===== src/rtl/tlb_miss_sched_pkg.sv =====
// tlb_miss_sched_pkg: shared types, defaults and helpers for the TLB miss handler scheduler.
package tlb_miss_sched_pkg;
    typedef enum logic [1:0] {Idle, Wake, Handling} state_e;
    localparam int DefNumCores = 8;
    localparam int DefTimeoutWidth = 16;
    localparam int DefErrCntWidth = 8;
    function automatic int idx_width(input int n);
        return (n > 1) ? $clog2(n) : 1;
    endfunction
endpackage


===== src/rtl/tlb_miss_handler_sched_if.sv =====
// tlb_miss_handler_sched_if: miss-queue and per-core handshake bundle of the handler scheduler.
interface tlb_miss_handler_sched_if
    import tlb_miss_sched_pkg::*;
#(
    parameter int NumCores = DefNumCores,
    parameter int ErrCntWidth = DefErrCntWidth
);
    logic                             miss_pending;
    logic [NumCores-1:0]              avail;
    logic [NumCores-1:0]              claim;
    logic [NumCores-1:0]              done;
    logic [NumCores-1:0]              wake;
    logic                             handler_valid;
    logic [idx_width(NumCores)-1:0]   handler_idx;
    logic                             timeout;
    logic [ErrCntWidth-1:0]           err_cnt;
    modport master (input miss_pending, avail, claim, done,
                    output wake, handler_valid, handler_idx, timeout, err_cnt);
    modport slave  (output miss_pending, avail, claim, done,
                    input wake, handler_valid, handler_idx, timeout, err_cnt);
endinterface


===== src/rtl/tlb_sched_rr_pick.sv =====
// tlb_sched_rr_pick: cyclic first-one picker; lowest set bit of mask at or after start, wrapping.
module tlb_sched_rr_pick
    import tlb_miss_sched_pkg::*;
#(
    parameter int N = DefNumCores,
    localparam int IW = idx_width(N)
) (
    input  logic [N-1:0]  mask,
    input  logic [IW-1:0] start,
    output logic [IW-1:0] idx,
    output logic          valid
);
    logic [N-1:0]  rot;
    logic [IW-1:0] off;
    logic [IW:0]   sum;
    // rotating a doubled copy lets a plain trailing-one scan handle the wrap
    always_comb begin
        rot = N'({mask, mask} >> start);
        off = '0;
        for (int i = N - 1; i >= 0; i--) if (rot[i]) off = IW'(i);
        sum = {1'b0, start} + {1'b0, off};
        idx = (sum >= (IW+1)'(N)) ? IW'(sum - (IW+1)'(N)) : sum[IW-1:0];
    end
    assign valid = |mask;
endmodule


===== src/rtl/tlb_miss_handler_sched.sv =====
// tlb_miss_handler_sched: round-robin wake of a handler core for the shared TLB miss queue,
// with claim timeout, per-core exclusion and a saturating timeout counter.
module tlb_miss_handler_sched
    import tlb_miss_sched_pkg::*;
#(
    parameter int NumCores = DefNumCores,
    parameter int TimeoutWidth = DefTimeoutWidth,
    parameter int ErrCntWidth = DefErrCntWidth
) (
    input  logic                    clk_i,
    input  logic                    rst_i,
    input  logic                    enable_i,
    input  logic [TimeoutWidth-1:0] timeout_cfg_i,
    tlb_miss_handler_sched_if.master bus
);
    localparam int IW = idx_width(NumCores);
    localparam logic [NumCores-1:0] One = NumCores'(1);

    state_e                  state_q, state_n;
    logic [IW-1:0]           sel_q, sel_n, rr_q, rr_n, pick_idx, sel_inc;
    logic [NumCores-1:0]     excl_q, excl_n, elig;
    logic [TimeoutWidth-1:0] cnt_q, cnt_n, cnt_inc;
    logic [ErrCntWidth-1:0]  err_q, err_n;
    logic                    tmo_q, tmo_n, pick_vld, tmo_hit;

    assign elig    = bus.avail & ~excl_q;
    assign sel_inc = (sel_q == IW'(NumCores - 1)) ? '0 : sel_q + 1'b1;
    assign cnt_inc = cnt_q + 1'b1;
    assign tmo_hit = (timeout_cfg_i != '0) && (cnt_inc == timeout_cfg_i);

    tlb_sched_rr_pick #(.N(NumCores)) u_pick (
        .mask  (elig),
        .start (rr_q),
        .idx   (pick_idx),
        .valid (pick_vld)
    );

    always_comb begin
        state_n = state_q;
        sel_n   = sel_q;
        rr_n    = rr_q;
        cnt_n   = cnt_q;
        err_n   = err_q;
        tmo_n   = 1'b0;
        // every available core already skipped: forget the exclusions and retry all
        excl_n  = (~|elig && |(bus.avail & excl_q)) ? '0 : excl_q;
        case (state_q)
            Idle: if (enable_i && bus.miss_pending && pick_vld) begin
                sel_n   = pick_idx;
                cnt_n   = '0;
                state_n = Wake;
            end
            Wake: begin
                cnt_n = cnt_inc;
                if (bus.claim[sel_q]) begin
                    excl_n[sel_q] = 1'b0;
                    state_n       = Handling;
                end else if (tmo_hit) begin
                    tmo_n         = 1'b1;
                    excl_n[sel_q] = 1'b1;
                    err_n         = (&err_q) ? err_q : err_q + 1'b1;
                    rr_n          = sel_inc;
                    state_n       = Idle;
                end else if (!bus.avail[sel_q] || !enable_i) state_n = Idle;
            end
            Handling: if (bus.done[sel_q]) begin
                rr_n    = sel_inc;
                state_n = Idle;
            end
            default: state_n = Idle;
        endcase
    end

    always_ff @(posedge clk_i or posedge rst_i) begin
        if (rst_i) begin
            state_q <= Idle;
            sel_q   <= '0;
            rr_q    <= '0;
            excl_q  <= '0;
            cnt_q   <= '0;
            err_q   <= '0;
            tmo_q   <= 1'b0;
        end else begin
            state_q <= state_n;
            sel_q   <= sel_n;
            rr_q    <= rr_n;
            excl_q  <= excl_n;
            cnt_q   <= cnt_n;
            err_q   <= err_n;
            tmo_q   <= tmo_n;
        end
    end

    assign bus.wake          = (state_q == Wake) ? One << sel_q : '0;
    assign bus.handler_valid = state_q != Idle;
    assign bus.handler_idx   = sel_q;
    assign bus.timeout       = tmo_q;
    assign bus.err_cnt       = err_q;
endmodule

===== src/flat_wrapper.sv =====
// flat-port wrapper written by rule: the top's interface ports become plain ports
module tlb_miss_handler_sched_flat import tlb_miss_sched_pkg::*;
#(
    parameter int NumCores = DefNumCores,
    parameter int TimeoutWidth = DefTimeoutWidth,
    parameter int ErrCntWidth = DefErrCntWidth
)
  (clk_i, rst_i, enable_i, timeout_cfg_i, bus_miss_pending, bus_avail, bus_claim, bus_done, bus_wake, bus_handler_valid, bus_handler_idx, bus_timeout, bus_err_cnt);
  tlb_miss_handler_sched_if #(.NumCores(NumCores), .ErrCntWidth(ErrCntWidth)) bus_i ();
  input  logic clk_i;
  input  logic rst_i;
  input  logic enable_i;
  input  logic [TimeoutWidth-1:0] timeout_cfg_i;
  input wire logic [$bits(bus_i.miss_pending)-1:0] bus_miss_pending;
  input wire logic [$bits(bus_i.avail)-1:0] bus_avail;
  input wire logic [$bits(bus_i.claim)-1:0] bus_claim;
  input wire logic [$bits(bus_i.done)-1:0] bus_done;
  output wire logic [$bits(bus_i.wake)-1:0] bus_wake;
  output wire logic [$bits(bus_i.handler_valid)-1:0] bus_handler_valid;
  output wire logic [$bits(bus_i.handler_idx)-1:0] bus_handler_idx;
  output wire logic [$bits(bus_i.timeout)-1:0] bus_timeout;
  output wire logic [$bits(bus_i.err_cnt)-1:0] bus_err_cnt;
  assign bus_i.miss_pending = bus_miss_pending;
  assign bus_i.avail = bus_avail;
  assign bus_i.claim = bus_claim;
  assign bus_i.done = bus_done;
  assign bus_wake = bus_i.wake;
  assign bus_handler_valid = bus_i.handler_valid;
  assign bus_handler_idx = bus_i.handler_idx;
  assign bus_timeout = bus_i.timeout;
  assign bus_err_cnt = bus_i.err_cnt;
  tlb_miss_handler_sched #(.NumCores(NumCores), .TimeoutWidth(TimeoutWidth), .ErrCntWidth(ErrCntWidth)) u_core (.clk_i(clk_i), .rst_i(rst_i), .enable_i(enable_i), .timeout_cfg_i(timeout_cfg_i), .bus(bus_i));
endmodule

===== config.mk =====
export PLATFORM = sky130hd
export DESIGN_NAME = tlb_miss_handler_sched_flat
export DESIGN_NICKNAME = d
export VERILOG_FILES = /design/src/rtl/tlb_miss_sched_pkg.sv /design/src/rtl/tlb_miss_handler_sched_if.sv /design/src/rtl/tlb_sched_rr_pick.sv /design/src/rtl/tlb_miss_handler_sched.sv /design/src/flat_wrapper.sv
export SDC_FILE = /design/constraint.sdc
export NUM_CORES = 1
export LEC_CHECK = 0
export BUFFER_PORTS_ARGS = -buffer_cell sky130_fd_sc_hd__buf_2
export CAP_MARGIN = 25
export CORE_MARGIN = 5
export CORE_UTILIZATION = 35
export CTS_CLUSTER_DIAMETER = 100
export DETAILED_ROUTE_END_ITERATION = 8
export GPL_TIMING_DRIVEN = 0
export PLACE_DENSITY_LB_ADDON = 0.1
export SYNTH_ARGS = -nofsm -noshare
export SYNTH_HDL_FRONTEND = slang
export SYNTH_SLANG_ARGS = --single-unit

===== constraint.sdc =====
create_clock -name clk_i -period 6.15 [get_ports clk_i]
set_input_delay 0.3075 -clock clk_i [delete_from_list [all_inputs] [get_ports clk_i]]
set_output_delay 0.3075 -clock clk_i [all_outputs]
set_load 0.02 [all_outputs]

==> metrics.log, run 1 <==
INFO  metric number_of_antenna_violations_at_the_first_check_in_global_routing = 0
INFO  metric die_area = around 12,000 µm²
INFO  metric worstReg2RegEnd = u_core.bus.err_cnt[6]
INFO  metric worstSetupPathType = flip-flop to flip-flop
INFO  metric timing.final.crit_share = approximately 55%
INFO  metric clkTransAtPathRegs = around 90 ps
INFO  metric power-per-cell-area = between 200 and 300 nW/µm²
INFO  metric std_cell_rows = 35
INFO  metric ir_drop = between 90 and 100 µV
INFO  metric detail_route.wirelength = between 9000 and 10,000 µm
INFO  metric finalNonFillerCells = around 590
INFO  metric fin_worst_skew = about 7 ps
INFO  metric post_cts_resized = 0
INFO  metric via_count = 3,076
INFO  metric cts_tree = built
INFO  metric numPortBuffers = between 60 and 70
INFO  metric synth-async-reset-ratio = 100%
INFO  metric initial_core_utilization = a little over a third
INFO  metric cp-startpoint = u_core.cnt_q[0]
INFO  metric synth-seq-area-share = 30.9%
INFO  metric worstPathMaxFanout = 7
INFO  metric drt_first_pass_iters = 4
INFO  metric drc = 0
INFO  metric fin_nets = between 500 and 600
INFO  metric drt-vias-per-instance = approximately 5.2
INFO  metric vias_in_the_first_global_route = 3,044
INFO  metric timing.slew.headroom = 57.0%
INFO  metric regToRegSetupSlack = 2760 ps
INFO  metric worstPathArrival = 3580 ps
INFO  metric count_of_warnings_emitted_by_yosys = 0
INFO  metric drv_slew = 0
INFO  metric floorplan.die.width = 107 µm
INFO  metric grt_start_max_net_pins = 38
INFO  metric timing_hold_violations_final = 0
INFO  metric max_cap_violations = 0
INFO  metric leakagePower = about 1.8 nW
INFO  metric synth-seq-cells = just over 40
INFO  metric most-common-layout-cells = 69 x buf_2, 45 x nand2_1, 41 x dfrtp_1, 32 x o21ai_0, 26 x nor2_1
INFO  metric wl_per_cell = 15.8 µm
INFO  metric synth-edff-count = 0
INFO  metric worst_setup_path_start_kind = flip-flop
INFO  metric drt-initial-drc-count = about 170
INFO  metric ios = 65
INFO  metric htree_num_levels = 2
INFO  metric clk_path_buf_depth = 2
INFO  metric cts_inserted_buffers = 5
INFO  metric post_synthesis_instance_total = between 300 and 400
INFO  metric critical_path.reg2reg.startpoint = u_core.cnt_q[0]
INFO  metric tightest_slew = ~640 ps
INFO  metric post-route-worst-setup-slack = roughly 2800 ps
INFO  metric syn-cell-area = 3330 µm²
INFO  metric worst_r2r_path_cells = 10
INFO  metric worstSkewPairLatency = 300 ps
INFO  metric cp_data_required_time = 6340 ps
INFO  metric cts-root-buf = clkbuf_8
INFO  metric rsz_0062_raised_after_global_routing = no
INFO  metric fin_setup_tns = 0 ps
INFO  metric final_estimated_routing_congestion_in_global_placement = 0.828
INFO  metric postCtsHoldBufs = 1
INFO  metric post-cts-setup-buffer-count = 0
INFO  metric timing.hold.worst.class = primary input to flip-flop
INFO  metric num_antenna_cells = 0
INFO  metric number_of_routed_nets_with_antenna_violations = 0
INFO  metric place.detailed.hpwl = around 7300 µm
INFO  metric crit_end = u_core.bus.err_cnt[6]
INFO  metric status = complete, no violations
INFO  metric layout_overhead_on_the_synthesized_area = 18.0%
INFO  metric die_h = between 100 and 150 µm
INFO  metric overflow = 0
INFO  metric fin_crit = 3390 ps
INFO  metric cell_count_after_placement = just under 600
INFO  metric fin_util = a little over two fifths
INFO  metric placeableCoreArea = approximately 9000 µm²
INFO  metric report.final.setup_viol = 0
INFO  metric postSynthNetCount = about 440
INFO  metric cts_sinks = 41
INFO  metric wire_length_of_the_first_global_routing_pass = 15,700 µm
INFO  metric max_freq = 0.295 GHz
INFO  metric postSynthAreaPerCell = a little under 9 µm²
INFO  metric yosys_most_used_dff = dfrtp_1
INFO  metric post-place-ws = ~2800 ps
INFO  metric layout.cells.most_common = buf_2
INFO  metric total_power = ~1.2 mW
INFO  metric global_route.usage.total = between 10% and 20%
INFO  metric layout-drive-gt1-share = 23.4%
INFO  metric synth.distinct_cells = 62
INFO  metric endpoint_kind = flip-flop
-- cell families after synthesis --
logic type                 share of synthesized area [%]
buffers and inverters                               4.36
and+or+nand+nor                                     27.6
muxes                                               9.07
DFF                                                 30.9
xor gates and xnor gates                            7.37
adders and majority gates                           3.99
AOI/OAI and AO/OA                                   16.8
-- report_power, final --
group          total, mW  switching, mW  leakage [nW]  internal [mW]
Clock              0.184          0.105        0.0439         0.0786
Sequential         0.336         0.0370         0.548          0.299
Combinational      0.638          0.382          1.18          0.256
-- cell type report --
cell class / count / area, µm²
Fill cell: 942 / 5320
Multi-Input combinational cell: 310 / 2150
Sequential cell: 41 / 1030
Timing Repair Buffer: 66 / 350
Tap cell: 129 / 161
Buffer: 20 / 100
Clock buffer: 5 / 68.8
Inverter: 12 / 45.0
Clock inverter: 3 / 17.5
-- per-layer routing --
layer  share of wire, %  routed length (µm)  GRT usage [%]  vias up
met2                 42                3910           25.0       77
met4               0.89                  83           3.34        0
met3                5.2                 481           3.00        7
met5                  0                   0              0        -
met1                 52                4800           25.4     1454
li1                   -                   -              -     1538
-- flip-flops by register name (all words and copies together), names as in the netlist --
name                    flops
u_core.rr_q                 3
u_core.bus.timeout          1
u_core.state_q              2
u_core.bus.err_cnt          8
u_core.bus.handler_idx      3
u_core.excl_q               8
u_core.cnt_q               16
-- synthesized netlist by cell type, drive strengths merged, types with 10 or more instances --
cell type,n,area [µm²]
a21oi,10,50.1
a22oi,16,120
buf,10,62.6
clkbuf,10,37.5
dfrtp,41,1030
mux2i,11,110
nand2,45,169
nand2b,11,68.8
nand3,13,75.1
nand4,13,93.8
nor2,26,97.6
nor3,13,86.3
o21ai,34,181
xnor2,19,166
-- worst min-delay path by stage --
stage / start / endpoint / slack (ps) / cells past startpoint
6_report: enable_i / u_core.state_q[0] / 250 / 3
4_1_cts: enable_i / u_core.state_q[0] / 230 / 3
2_1_floorplan: enable_i / u_core.state_q[0] / 440 / 2
3_3_place_gp: u_core.cnt_q[15] / u_core.cnt_q[15] / 480 / 1
5_1_grt: enable_i / u_core.state_q[0] / 280 / 3
3_5_place_dp: rst_i / u_core.bus.err_cnt[5] / 200 / 2
-- critical path: stages, from the launching register on --
cell	delay (ps)
dfrtp_1	480
ha_1	350
nand4_2	200
nor4_2	600
nand4_1	170
a22oi_1	210
o2111ai_1	270
or2_1	310
buf_6	150
nor4_4	210
mux2_1	340
-- metrics by stage --
step	hold slack [ps]	instance area, µm²
finish	246	3920
global route	283	3920
CTS	232	3920
detailed placement	197	3830
global placement	484	3810
floorplan	440	3330
Power figures use the tool's default switching activity.
==> inputs of run 2 (changes only) <==
==> constraint.sdc (replaced) <==
create_clock -name clk_i -period 3 [get_ports clk_i]
set_input_delay 0.15 -clock clk_i [delete_from_list [all_inputs] [get_ports clk_i]]
set_output_delay 0.15 -clock clk_i [all_outputs]
set_load 0.02 [all_outputs]
==> metrics.log, run 2 (synthesized netlist as in run 1, its figures left out) <==
INFO  metric status = complete, no violations
INFO  metric drc = 0 (unchanged)
INFO  metric ios = 65 (unchanged)
INFO  metric worstHoldStart = enable_i
INFO  metric number_of_antenna_violations_at_the_first_check_in_global_routing = 0 (unchanged)
INFO  metric worstSetupPathType = flip-flop to flip-flop
INFO  metric timing.hold.worst.class = primary input to flip-flop
INFO  metric num_antenna_cells = 0 (unchanged)
INFO  metric largest_reg_flops = 16 (unchanged)
INFO  metric numPortBuffers = 64 (unchanged)
INFO  metric critical_path.reg2reg.startpoint = u_core.cnt_q[0]
INFO  metric worstSkewPairLatency = 300 ps (about the same)
INFO  metric vias_in_the_first_global_route = 3,039 (-0.16%)
INFO  metric post-route-worst-setup-slack = 176 ps (-2580 ps)
INFO  metric die_h = 107 µm (unchanged)
INFO  metric report.final.setup_viol = 0 (unchanged)
INFO  metric worstPathArrival = 3010 ps (-570 ps)
INFO  metric htree_num_levels = 2 (unchanged)
INFO  metric detail_route.wirelength = 9300 µm (+0.22%)
INFO  metric worstReg2RegEnd = u_core.bus.err_cnt[6]
INFO  metric post-place-ws = -353 ps (-3150 ps)
INFO  metric cts_inserted_buffers = 5 (unchanged)
INFO  metric cts-root-buf = clkbuf_8
INFO  metric floorplan.die.width = 107 µm (unchanged)
INFO  metric via_count = 3,077 (+0.033%)
INFO  metric tightest_slew = 672 ps (+31.0 ps)
INFO  metric worst_r2r_path_cells = 10 (unchanged)
INFO  metric number_of_routed_nets_with_antenna_violations = 0 (unchanged)
INFO  metric wl_per_cell = 15.7 µm (-0.80%)
INFO  metric clkTransAtPathRegs = 90 ps (about the same)
INFO  metric drt_first_pass_iters = 4 (unchanged)
INFO  metric final_estimated_routing_congestion_in_global_placement = 0.828 (unchanged)
INFO  metric global_route.usage.total = 16.8% (-0.025 points)
INFO  metric cts_tree = built
INFO  metric most-common-layout-cells = 68 x buf_2, 44 x nand2_1, 38 x dfrtp_1, 32 x o21ai_0, 26 x nor2_1
INFO  metric layout_overhead_on_the_synthesized_area = 21.2%
INFO  metric grt_start_max_net_pins = 38 (unchanged)
INFO  metric timing.slew.headroom = 54.8% (-2.2 points)
INFO  metric final_cell_area = 4030 µm² (+2.7%)
INFO  metric timing_hold_violations_final = 0 (unchanged)
INFO  metric worst_setup_path_start_kind = flip-flop
INFO  metric place.detailed.hpwl = 7260 µm (unchanged)
INFO  metric drt-initial-drc-count = 173 (+1.2%)
INFO  metric endpoint_kind = flip-flop
INFO  metric power-per-cell-area = 601 nW/µm² (+100%)
INFO  metric placeableCoreArea = 9240 µm² (unchanged)
INFO  metric wire_length_of_the_first_global_routing_pass = 15,700 µm (-0.22%)
INFO  metric drv_slew = 0 (unchanged)
INFO  metric cp_data_required_time = 3190 ps (-3150 ps)
INFO  metric layout.cells.most_common = buf_2
INFO  metric fin_worst_skew = 4.71 ps (-2.35 ps)
INFO  metric timing.final.crit_share = 94.1% (+39 points)
INFO  metric max_flop_register = u_core.cnt_q
INFO  metric layout-drive-gt1-share = 27.0% (+3.6 points)
INFO  metric std_cell_rows = 35 (unchanged)
INFO  metric fin_nets = 516 (+1.2%)
INFO  metric leakagePower = 1.82 nW (+2.3%)
INFO  metric drt-vias-per-instance = 5.20 (-0.98%)
INFO  metric regToRegSetupSlack = 180 ps (-2580 ps)
INFO  metric hold_depth = 3 (unchanged)
INFO  metric max_cap_violations = 0 (unchanged)
INFO  metric endpoint_with_the_worst_hold_slack = u_core.state_q[0]
INFO  metric initial_core_utilization = 36.0% (unchanged)
INFO  metric fin_crit = 2820 ps (-565 ps)
INFO  metric cts_sinks = 41 (unchanged)
INFO  metric overflow = 0 (unchanged)
INFO  metric die_area = 11,600 µm² (unchanged)
INFO  metric clk_path_buf_depth = 2 (unchanged)
INFO  metric dpl-instance-area = 3830 µm² (unchanged)
INFO  metric worstPathMaxFanout = 6 (-1)
INFO  metric ir_drop = 204 µV (+110%)
INFO  metric rsz_0062_raised_after_global_routing = no
INFO  metric max_freq = 0.354 GHz (+20%)
run 2: power by group:
group	leakage [nW]	switching [mW]	internal [mW]	total, mW
Clock	0.0439	0.216	0.161	0.377
Sequential	0.544	0.0758	0.616	0.692
Combinational	1.23	0.800	0.553	1.35
run 2: area by class of cell:
type	instances	area, µm²
Fill cell	938	5210
Tap cell	129	161
Clock inverter	3	17.5
Sequential cell	41	1030
Multi-Input combinational cell	310	2200
Clock buffer	5	68.8
Timing Repair Buffer	72	395
Inverter	12	48.8
Buffer	20	104
run 2: critical path, stage by stage, from the launching register on:
cell,delay [ps]
dfrtp_2,430
ha_4,190
nand4_2,180
nor3_2,320
xnor2_1,150
nor4_2,270
o2111ai_2,210
or2_1,270
buf_6,150
nor4_4,210
mux2_1,340
run 2: worst max path at each step:
stage,start,to
after floorplan,u_core.cnt_q[0],u_core.bus.err_cnt[6]
after global placement,u_core.cnt_q[0],u_core.bus.err_cnt[6]
after detailed placement,u_core.cnt_q[0],u_core.bus.err_cnt[6]
after CTS,u_core.cnt_q[1],u_core.bus.err_cnt[6]
after global routing,u_core.cnt_q[0],u_core.bus.err_cnt[6]
final,u_core.cnt_q[0],u_core.bus.err_cnt[6]
run 2: stage by stage:
step,setup TNS (ps),hold WS (ps),power [mW],util (%),std cells
2_1_floorplan,0,283,1.65,-,383
5_1_grt,0,125,2.63,43.6,592
6_report,0,92.5,2.42,43.6,592
3_5_place_dp,-3790,39.4,2.01,41.4,577
3_3_place_gp,-3710,407,1.99,41.2,576
4_1_cts,0,74.2,2.41,42.8,586
run 2: repair_timing:
item	CTS	global route
endpoints found under the hold margin	41	0
buffers inserted	0	6
endpoints found under the setup margin	19	27
gates resized for setup	5	12
cloned	0	0
hold buffers	1	0
pin swaps	1	4
run 2: routing by layer:
layer,wire (µm),part of all wire [%],GRT usage [%]
met4,63,0.68,3.34
met5,0,0,0
met1,4750,51,25.3
met2,4010,43,25.0
met3,480,5.2,3.00
